$ cat src/rtl/axis_pkg.sv
// Shared types for the Axis burst-reader slice: FSM state encoding, counter
// width and the tagged word carried through the output stage.
package axis_pkg;

  localparam int CNT_W     = 16;
  localparam int AXIS_WORD = 32;

  typedef enum logic [1:0] {
    IDLE  = 2'd0,
    BURST = 2'd1,
    FLUSH = 2'd2
  } burst_rd_state_e;

  typedef struct packed {
    logic [AXIS_WORD-1:0] data;
    logic                 last;
  } word_tag_t;

endpackage

$ cat src/rtl/axis_if.sv
// Axis stream bundle: data with a valid/ready handshake; ok marks a transfer.
interface axis_if #(
  parameter int WIDTH = 32
);
  logic [WIDTH-1:0] data;
  logic             valid;
  logic             ready;
  logic             ok;

  assign ok = valid & ready;

  modport master (output data, valid, input ready, ok);
  modport slave  (input data, valid, ok, output ready);
endinterface

$ cat src/rtl/axis_skid_buf.sv
// Two-entry registered skid buffer: output register plus one overflow slot,
// so upstream ready is a plain flop and throughput is full with ready=1.
module axis_skid_buf #(
  parameter int WIDTH = 33
) (
  input  logic             clk,
  input  logic             rst,
  input  logic             in_valid,
  input  logic [WIDTH-1:0] in_data,
  output logic             in_ready,
  output logic             out_valid,
  output logic [WIDTH-1:0] out_data,
  input  logic             out_ready
);

  logic             skid_valid_q;
  logic [WIDTH-1:0] skid_data_q;

  assign in_ready = !skid_valid_q;

  always_ff @(posedge clk or posedge rst) begin
    if (rst) begin
      out_valid    <= 1'b0;
      out_data     <= '0;
      skid_valid_q <= 1'b0;
      skid_data_q  <= '0;
    end else if (out_ready || !out_valid) begin
      if (skid_valid_q) begin
        out_valid    <= 1'b1;
        out_data     <= skid_data_q;
        skid_valid_q <= 1'b0;
      end else begin
        out_valid <= in_valid;
        if (in_valid) out_data <= in_data;
      end
    end else if (in_valid && !skid_valid_q) begin
      // output stalled: park the incoming word in the overflow slot
      skid_valid_q <= 1'b1;
      skid_data_q  <= in_data;
    end
  end

endmodule

$ cat src/rtl/axis_burst_reader.sv
// Drains the async fifo read side into framed bursts of BURST_LEN words,
// flushing a partial burst once the fifo has sat non-empty for TIMEOUT_CYCLES.
//
// state | meaning
// IDLE  | waiting for prog_empty to fall or the idle timeout to expire
// BURST | passing BURST_LEN words straight through, last on the final one
// FLUSH | draining a partial burst through a one-word lookahead register
module axis_burst_reader import axis_pkg::*; #(
  parameter int BUFF_WORD      = 32,
  parameter int BURST_LEN      = 16,
  parameter int TIMEOUT_CYCLES = 256
) (
  input  logic             clk,
  input  logic             rst,
  axis_if.slave            in_stream,
  input  logic             in_prog_empty,
  input  logic             in_empty,
  axis_if.master           out_stream,
  output logic             out_last,
  output logic [CNT_W-1:0] burst_count,
  output logic [CNT_W-1:0] flush_count
);

  localparam int BEAT_W = $clog2(BURST_LEN);
  localparam int IDLE_W = $clog2(TIMEOUT_CYCLES + 1);

  burst_rd_state_e   state_q, state_d;
  logic [BEAT_W-1:0] beat_cnt_q, beat_cnt_d;
  logic [IDLE_W-1:0] idle_cnt_q, idle_cnt_d;
  word_tag_t         held_q, held_d;
  logic              held_valid_q, held_valid_d;
  logic [CNT_W-1:0]  burst_count_d, flush_count_d;

  logic                 in_ready_c;
  logic                 in_ok;
  logic                 skid_in_ready;
  logic                 push_valid;
  logic                 push_last;
  logic [BUFF_WORD-1:0] push_data;
  logic                 skid_out_valid;
  logic [BUFF_WORD:0]   skid_out_data;

  always_comb begin
    in_ready_c = 1'b0;
    case (state_q)
      BURST:   in_ready_c = skid_in_ready;
      // stop accepting once the held word is known to close the burst
      FLUSH:   in_ready_c = skid_in_ready && !in_empty && !(held_valid_q && held_q.last);
      default: in_ready_c = 1'b0;
    endcase
  end

  assign in_stream.ready = in_ready_c;
  assign in_ok           = in_stream.ok;

  always_comb begin
    state_d       = state_q;
    beat_cnt_d    = beat_cnt_q;
    idle_cnt_d    = idle_cnt_q;
    held_d        = held_q;
    held_valid_d  = held_valid_q;
    burst_count_d = burst_count;
    flush_count_d = flush_count;
    push_valid    = 1'b0;
    push_last     = 1'b0;
    push_data     = in_stream.data;

    case (state_q)
      IDLE: begin
        if (in_empty) begin
          idle_cnt_d = '0;
        end else if (in_prog_empty && idle_cnt_q != IDLE_W'(TIMEOUT_CYCLES)) begin
          idle_cnt_d = idle_cnt_q + IDLE_W'(1);
        end
        if (!in_prog_empty) begin
          state_d    = BURST;
          idle_cnt_d = '0;
          beat_cnt_d = '0;
        end else if (idle_cnt_q == IDLE_W'(TIMEOUT_CYCLES) && !in_empty) begin
          state_d      = FLUSH;
          idle_cnt_d   = '0;
          beat_cnt_d   = '0;
          held_valid_d = 1'b0;
        end
      end

      BURST: begin
        if (in_ok) begin
          push_valid = 1'b1;
          push_last  = (beat_cnt_q == BEAT_W'(BURST_LEN - 1));
          if (push_last) begin
            state_d       = IDLE;
            beat_cnt_d    = '0;
            burst_count_d = burst_count + CNT_W'(1);
          end else begin
            beat_cnt_d = beat_cnt_q + BEAT_W'(1);
          end
        end
      end

      FLUSH: begin
        if (held_valid_q && skid_in_ready) begin
          push_valid = 1'b1;
          push_data  = held_q.data[BUFF_WORD-1:0];
          push_last  = !in_ok;
          if (!in_ok) begin
            state_d       = IDLE;
            beat_cnt_d    = '0;
            held_valid_d  = 1'b0;
            burst_count_d = burst_count + CNT_W'(1);
            flush_count_d = flush_count + CNT_W'(1);
          end
        end
        if (in_ok) begin
          held_d.data  = AXIS_WORD'(in_stream.data);
          held_d.last  = (beat_cnt_q == BEAT_W'(BURST_LEN - 1));
          held_valid_d = 1'b1;
          beat_cnt_d   = beat_cnt_q + BEAT_W'(1);
        end
      end

      default: state_d = IDLE;
    endcase
  end

  always_ff @(posedge clk or posedge rst) begin
    if (rst) begin
      state_q      <= IDLE;
      beat_cnt_q   <= '0;
      idle_cnt_q   <= '0;
      held_q       <= '0;
      held_valid_q <= 1'b0;
      burst_count  <= '0;
      flush_count  <= '0;
    end else begin
      state_q      <= state_d;
      beat_cnt_q   <= beat_cnt_d;
      idle_cnt_q   <= idle_cnt_d;
      held_q       <= held_d;
      held_valid_q <= held_valid_d;
      burst_count  <= burst_count_d;
      flush_count  <= flush_count_d;
    end
  end

  axis_skid_buf #(
    .WIDTH(BUFF_WORD + 1)
  ) u_skid (
    .clk      (clk),
    .rst      (rst),
    .in_valid (push_valid),
    .in_data  ({push_last, push_data}),
    .in_ready (skid_in_ready),
    .out_valid(skid_out_valid),
    .out_data (skid_out_data),
    .out_ready(out_stream.ready)
  );

  assign out_stream.valid = skid_out_valid;
  assign out_stream.data  = skid_out_data[BUFF_WORD-1:0];
  assign out_last         = skid_out_valid & skid_out_data[BUFF_WORD];

endmodule

$ cat src/flat_wrapper.sv
// flat-port wrapper written by rule: the top's interface ports become plain ports
module axis_burst_reader_flat import axis_pkg::*;
#(
  parameter int BUFF_WORD      = 32,
  parameter int BURST_LEN      = 16,
  parameter int TIMEOUT_CYCLES = 256
)
  (clk, rst, in_prog_empty, in_empty, out_last, burst_count, flush_count, in_stream_data, in_stream_valid, in_stream_ready, out_stream_data, out_stream_valid, out_stream_ready);
  axis_if #(.WIDTH(32)) in_stream_i ();
  axis_if #(.WIDTH(32)) out_stream_i ();
  input  logic clk;
  input  logic rst;
  input  logic in_prog_empty;
  input  logic in_empty;
  output logic out_last;
  output logic [CNT_W-1:0] burst_count;
  output logic [CNT_W-1:0] flush_count;
  input wire logic [$bits(in_stream_i.data)-1:0] in_stream_data;
  input wire logic [$bits(in_stream_i.valid)-1:0] in_stream_valid;
  output wire logic [$bits(in_stream_i.ready)-1:0] in_stream_ready;
  output wire logic [$bits(out_stream_i.data)-1:0] out_stream_data;
  output wire logic [$bits(out_stream_i.valid)-1:0] out_stream_valid;
  input wire logic [$bits(out_stream_i.ready)-1:0] out_stream_ready;
  assign in_stream_i.data = in_stream_data;
  assign in_stream_i.valid = in_stream_valid;
  assign in_stream_ready = in_stream_i.ready;
  assign out_stream_data = out_stream_i.data;
  assign out_stream_valid = out_stream_i.valid;
  assign out_stream_i.ready = out_stream_ready;
  axis_burst_reader #(.BUFF_WORD(BUFF_WORD), .BURST_LEN(BURST_LEN), .TIMEOUT_CYCLES(TIMEOUT_CYCLES)) u_core (.clk(clk), .rst(rst), .in_stream(in_stream_i), .in_prog_empty(in_prog_empty), .in_empty(in_empty), .out_stream(out_stream_i), .out_last(out_last), .burst_count(burst_count), .flush_count(flush_count));
endmodule
$ cat config.mk
export PLATFORM = sky130hd
export DESIGN_NAME = axis_burst_reader_flat
export DESIGN_NICKNAME = d
export VERILOG_FILES = /design/src/rtl/axis_pkg.sv /design/src/rtl/axis_if.sv /design/src/rtl/axis_skid_buf.sv /design/src/rtl/axis_burst_reader.sv /design/src/flat_wrapper.sv
export SDC_FILE = /design/constraint.sdc
export NUM_CORES = 1
export LEC_CHECK = 0
export BUFFER_PORTS_ARGS = -buffer_cell sky130_fd_sc_hd__buf_2
export CORE_MARGIN = 1
export CORE_UTILIZATION = 44
export DETAILED_ROUTE_END_ITERATION = 7
export HOLD_SLACK_MARGIN = 0.02
export PLACE_DENSITY_LB_ADDON = 0.3
export SLEW_MARGIN = 5
export SYNTH_ARGS = -nofsm -noshare
export SYNTH_HDL_FRONTEND = slang
export SYNTH_SLANG_ARGS = --single-unit
$ cat constraint.sdc
create_clock -name clk -period 5.8 [get_ports clk]
set_input_delay 1.16 -clock clk [delete_from_list [all_inputs] [get_ports clk]]
set_output_delay 1.16 -clock clk [all_outputs]
set_load 0.01 [all_outputs]
==> results of run 1 <==
stage by stage:
stage                     hold WS, ns  area, µm²  util, %
after floorplan                 0.472       7180        -
after global placement          0.460       7630     48.0
after detailed placement        0.458       7630     48.0
after CTS                       0.474       8250     51.9
after global routing            0.486       8250     51.9
final                           0.468       8250     51.9
report_power, final:
group | internal (mW) | switching [mW] | leakage [nW] | total [mW]
sequential | 1.34 | 0.206 | 1.84 | 1.55
combinational | 0.460 | 0.545 | 1.78 | 1.01
clock | 0.714 | 0.428 | 0.297 | 1.14
layer usage:
layer	up-vias	share of wire [%]	global-route usage (%)
met5	-	0	0
met4	0	1.7	7.25
met3	17	4.1	4.72
met2	128	49	29.5
met1	2416	45	22.8
li1	2350	-	-
registers in the layout (all words and copies together), names as in the netlist:
signal                      flops
u_core.held_q                  33
u_core.u_skid.out_data         33
u_core.u_skid.skid_data_q      33
u_core.burst_count             16
u_core.flush_count             16
u_core.idle_cnt_q               9
u_core.beat_cnt_q               4
u_core.state_q                  2
u_core.held_valid_q             1
u_core.u_skid.out_valid         1
u_core.u_skid.skid_valid_q      1
synth_stat cells (3+ instances only):
master	number	area, µm²
dfrtp_1	149	3730
mux2_2	66	743
nand2_1	55	206
nor2_1	54	203
a21oi_1	38	190
o21ai_0	38	190
buf_4	32	240
mux2i_1	32	320
xor2_1	19	166
xnor2_1	18	158
buf_2	17	85.1
inv_1	13	48.8
clkbuf_1	12	45.0
nand3_1	11	55.1
nand4_1	11	68.8
ha_1	10	125
nor3_1	7	35.0
and3_1	5	31.3
nand2b_1	4	25.0
nor4_1	4	25.0
a21o_1	3	22.5
a31oi_1	3	18.8
and2_1	3	18.8
buf_6	3	33.8
nor4b_1	3	26.3
o22ai_1	3	18.8
final timing paths:
path	from	to	slack, ns	cells past startpoint
worst min register to register	u_core.burst_count[15]$_DFFE_PP0P_	u_core.burst_count[15]$_DFFE_PP0P_	0.47	1
min in group asynchronous	rst	u_core.u_skid.out_data[29]$_DFFE_PP0P_	0.95	2
worst max register to register	u_core.state_q[0]$_DFFE_PP0P_	u_core.u_skid.skid_data_q[7]$_DFFE_PP0P_	2.39	8
worst max-delay path	u_core.state_q[0]$_DFFE_PP0P_	in_stream_ready	2.34	5
worst min-delay path	u_core.burst_count[15]$_DFFE_PP0P_	u_core.burst_count[15]$_DFFE_PP0P_	0.47	1
max in group asynchronous	rst	u_core.u_skid.skid_data_q[9]$_DFFE_PP0P_	3.68	3
cell type report:
type,count,area (µm²),share of cell area (%)
Timing Repair Buffer,109,558,6.77
Tap cell,216,270,3.28
Clock inverter,10,145,1.76
Multi-Input combinational cell,422,3010,36.6
Clock buffer,22,474,5.75
Inverter,13,53.8,0.653
Sequential cell,149,3730,45.2
worst max-delay path, cell delays in order (launching register included):
cell	delay [ns]
dfrtp_1	0.42
inv_1	0.14
ha_1	0.41
a31o_1	0.51
nor2b_1	0.23
buf_2	0.16
cells by family (layout without fill, tap and decap cells):
group | count (synthesis) | after routing | synth area share (%)
multiplexers | 98 | 98 | 14.8
buffers and inverters | 77 | 154 | 6.31
XOR/XNOR | 37 | 37 | 4.52
flip-flops | 149 | 149 | 52.0
AND/OR/NAND/NOR | 177 | 177 | 12.3
adder cells (fa/ha/maj) | 10 | 10 | 1.74
AO/OA/AOI/OAI | 100 | 100 | 8.35
==> flow_metrics.tcl, run 1 <==
set metrics [dict create \
    cts_resized 0 \
    finalHoldViolations 0 \
    clkSlewWorstSetupHoldPaths_ns 0.06 \
    post-route-period-util_pct 59.7 \
    ys_seq_area_share_pct 52.0 \
    syn_area_um2 7180 \
    slew_violations 0 \
    critical_path_class "reg -> out" \
    grt_pass1_wl_mm 23.3 \
    vias_per_cell 5.22 \
    skew_ns 0.00823 \
    grt_overflow 0 \
    worstSkewPairLatency_ns 0.43 \
    final_common_cell "dfrtp_1" \
    start_util_pct 45.2 \
    async_reset_ff_share_pct 100 \
    place_ws_ns 2.37 \
    worst_slew_pin_slew_ns 0.986 \
    grt_setup_unrepaired "false" \
    dp.cells 909 \
    cts-root-buf "clkbuf_16" \
    die_area_um2 16800 \
    grt_max_degree 101 \
    synth_edf_count 0 \
    ys_ff_latch 149 \
    drv_cap 0 \
    dr.pass1.iters 5 \
    synth-main-ff-cell "dfrtp_1" \
    setup_viol 0 \
    dp_hpwl_mm 9.74 \
    path_max_fanout 12 \
    die_w_um 130 \
    synth.net_count 696 \
    drive_gt1_share_pct 30.3 \
    timing.slew.headroom_pct 34.2 \
    avgSynthCellArea_um2 11.1 \
    num_io_pins 105 \
    required_ns 4.64 \
    setup_ws_ns 2.34 \
    nNetsFinal 760 \
    cts_hold_buf 0 \
    core_area_um2 15900 \
    synth_cell_types 56 \
    fillCellCount 1427 \
    num_vias 4911 \
    ys_warn_count 0 \
    drc 0 \
    first_global_vias 4581 \
    port_buffers 104 \
    drt-total-wl_mm 14.5 \
    post_cts_buffers 0 \
    ir_worst_vdd_v 0.000219 \
    crit_arrival_ns 2.30 \
    p_total_mw 3.70 \
    groute.usage.overall_pct 18.0 \
    fin_tns_setup_ns 0 \
    min_path_type "reg -> reg" \
    rows 46 \
    critPathLaunchType "register" \
    ctsHtreeMaxLevel 4 \
    routedWlPerCell_um 15.5 \
    period_minus_slack_ns 3.46 \
    cts_inserted_buffers 17 \
    tritoncts "done" \
    globalplace.congestion 0.784 \
    diodes 0 \
    final_antenna_net_count 0 \
    drt_iter0_markers 224 \
    numClockSinks 149 \
    postSynthCellCount 648 \
    max_freq_ghz 0.289 \
    outcome "finished clean" \
    clk_path_buf_depth 2 \
    area_growth_pct 14.9 \
    endpoint_kind "output port" \
    fp.dieH_um 130 \
    leakage_nw 3.92 \
    power_density_nw_per_um2 449 \
    antenna_found_initial 0 \
    fin_cells 941 \
    final_cell_mix "dfrtp_1, buf_2, mux2_2" \
]
No activity file was read; power rests on OpenSTA's default activity.
==> inputs of run 2 (changes only) <==
- clock period: 5.8 -> 3.4 ns (I/O delays scaled with it)
==> flow_metrics.tcl, run 2 (synthesized netlist as in run 1, its figures left out) <==
set metrics [dict create \
    dr.pass1.iters 4 \
    area.sequential_um2 3730 \
    reg2reg_depth 6 \
    grt_pass1_wl_mm 24.1 \
    antenna_found_initial 0 \
    critical_path_class "reg -> out" \
    worst_slew_pin_slew_ns 0.819 \
    setup_viol 0 \
    power_density_nw_per_um2 749 \
    outcome "finished clean" \
    timing.slew.headroom_pct 45.4 \
    crit_arrival_ns 2.35 \
    final_common_cell "dfrtp_1" \
    min_path_type "in -> async" \
    die_area_um2 16800 \
    drive_gt1_share_pct 30.3 \
    timing.rr.start "u_core.state_q[0]$_DFFE_PP0P_" \
    clk_path_buf_depth 2 \
    cts-root-buf "clkbuf_16" \
    cts_resized 0 \
    diodes 0 \
    numClockSinks 149 \
    period_minus_slack_ns 3.03 \
    r2r_setup_slack_ns 0.84 \
    tritoncts "done" \
    leakage_nw 3.89 \
    reg.largest.list "u_core.held_q x33, u_core.u_skid.out_data x33, u_core.u_skid.skid_data_q x33" \
    final_cell_mix "dfrtp_1, buf_2, mux2_2" \
    drt-total-wl_mm 14.8 \
    multi_input_area_um2 3010 \
    slew_violations 0 \
    dp_hpwl_mm 9.78 \
    fillCellCount 1457 \
    num_io_pins 105 \
    final_antenna_net_count 0 \
    drv_cap 0 \
    grt_max_degree 150 \
    first_global_vias 4936 \
    rr_endpoint "u_core.u_skid.out_data[18]$_DFFE_PP0P_" \
    drt_iter0_markers 202 \
    finalHoldViolations 0 \
    globalplace.congestion 0.793 \
    post_cts_buffers 0 \
    required_ns 2.72 \
    port_buffers 104 \
    area_growth_pct 14.4 \
    die_w_um 130 \
    core_area_um2 15900 \
    clkSlewWorstSetupHoldPaths_ns 0.06 \
    cp_slowest_cell "a31o_1" \
    grt_overflow 0 \
    cts_inserted_buffers 17 \
    max_freq_ghz 0.330 \
    fin_tns_setup_ns 0 \
    endpoint_kind "output port" \
    ir_worst_vdd_v 0.000381 \
    critPathLaunchType "register" \
    nNetsFinal 762 \
    start_util_pct 45.2 \
    cts_hold_buf 0 \
    worstSkewPairLatency_ns 0.43 \
    p_total_mw 6.15 \
    drc 0 \
    fp.dieH_um 130 \
    num_vias 4904 \
    path_max_fanout 12 \
    max_stage_delay_ns 0.52 \
    post-route-period-util_pct 89.0 \
    groute.usage.overall_pct 18.5 \
    ctsHtreeMaxLevel 4 \
    skew_ns 0.00765 \
    routedWlPerCell_um 15.7 \
    cp_cell_sequence "inv_1, ha_1, a31o_1, nor2b_1, buf_2" \
    vias_per_cell 5.20 \
    rows 46 \
    grt_setup_unrepaired "false" \
]
## run 2: layout make-up
| class | count | area share (%) |
|---|---|---|
| Multi-Input combinational cell | 422 | 36.7 |
| Inverter | 13 | 0.640 |
| Timing Repair Buffer | 111 | 7.14 |
| Clock buffer | 22 | 5.53 |
| Sequential cell | 149 | 45.4 |
| Tap cell | 216 | 3.29 |
| Clock inverter | 10 | 1.22 |
## run 2: worst max path at each step
stage | start | endpoint | slack, ns | depth (start not counted)
global placement | u_core.state_q[0]$_DFFE_PP0P_ | in_stream_ready | 0.93 | 5
floorplan | rst | u_core.beat_cnt_q[0]$_DFFE_PP0P_ | 0.85 | 1
global route | u_core.state_q[0]$_DFFE_PP0P_ | in_stream_ready | 0.26 | 5
CTS | u_core.state_q[0]$_DFFE_PP0P_ | in_stream_ready | 0.36 | 5
finish | u_core.state_q[0]$_DFFE_PP0P_ | in_stream_ready | 0.37 | 5
detailed placement | u_core.state_q[0]$_DFFE_PP0P_ | in_stream_ready | 0.85 | 5
## run 2: per-stage QoR
stage               setup slack [ns]  hold WS (ns)  area, µm²  std cells  util [%]
floorplan                      0.845         0.472       7180        648         -
global placement               0.926         0.458       7650        911      48.2
detailed placement             0.852         0.470       7650        911      48.2
CTS                            0.364         0.486       8210        943      51.7
global route                   0.264         0.489       8210        943      51.7
finish                         0.373         0.443       8210        943      51.7
## run 2: report_power, final
group,internal [mW],switching [mW]
Combinational,0.784,0.933
Sequential,2.29,0.363
Clock,1.03,0.745
Total,4.11,2.04
## run 2: routing by layer
layer	global-route usage, %	vias up	part of all wire, %
met5	0	-	0
met4	7.66	0	1.9
met3	3.85	22	3.1
met2	30.2	99	49
met1	24.0	2437	46
li1	-	2346	-
## run 2: worst max-delay path: cells and delay by family (launching register included)
family,cells,cell delay (ns)
AOI/OAI and AO/OA,1,0.52
adders and majority gates,1,0.45
buffers and inverters,2,0.30
DFF,1,0.42
and+or+nand+nor,1,0.24
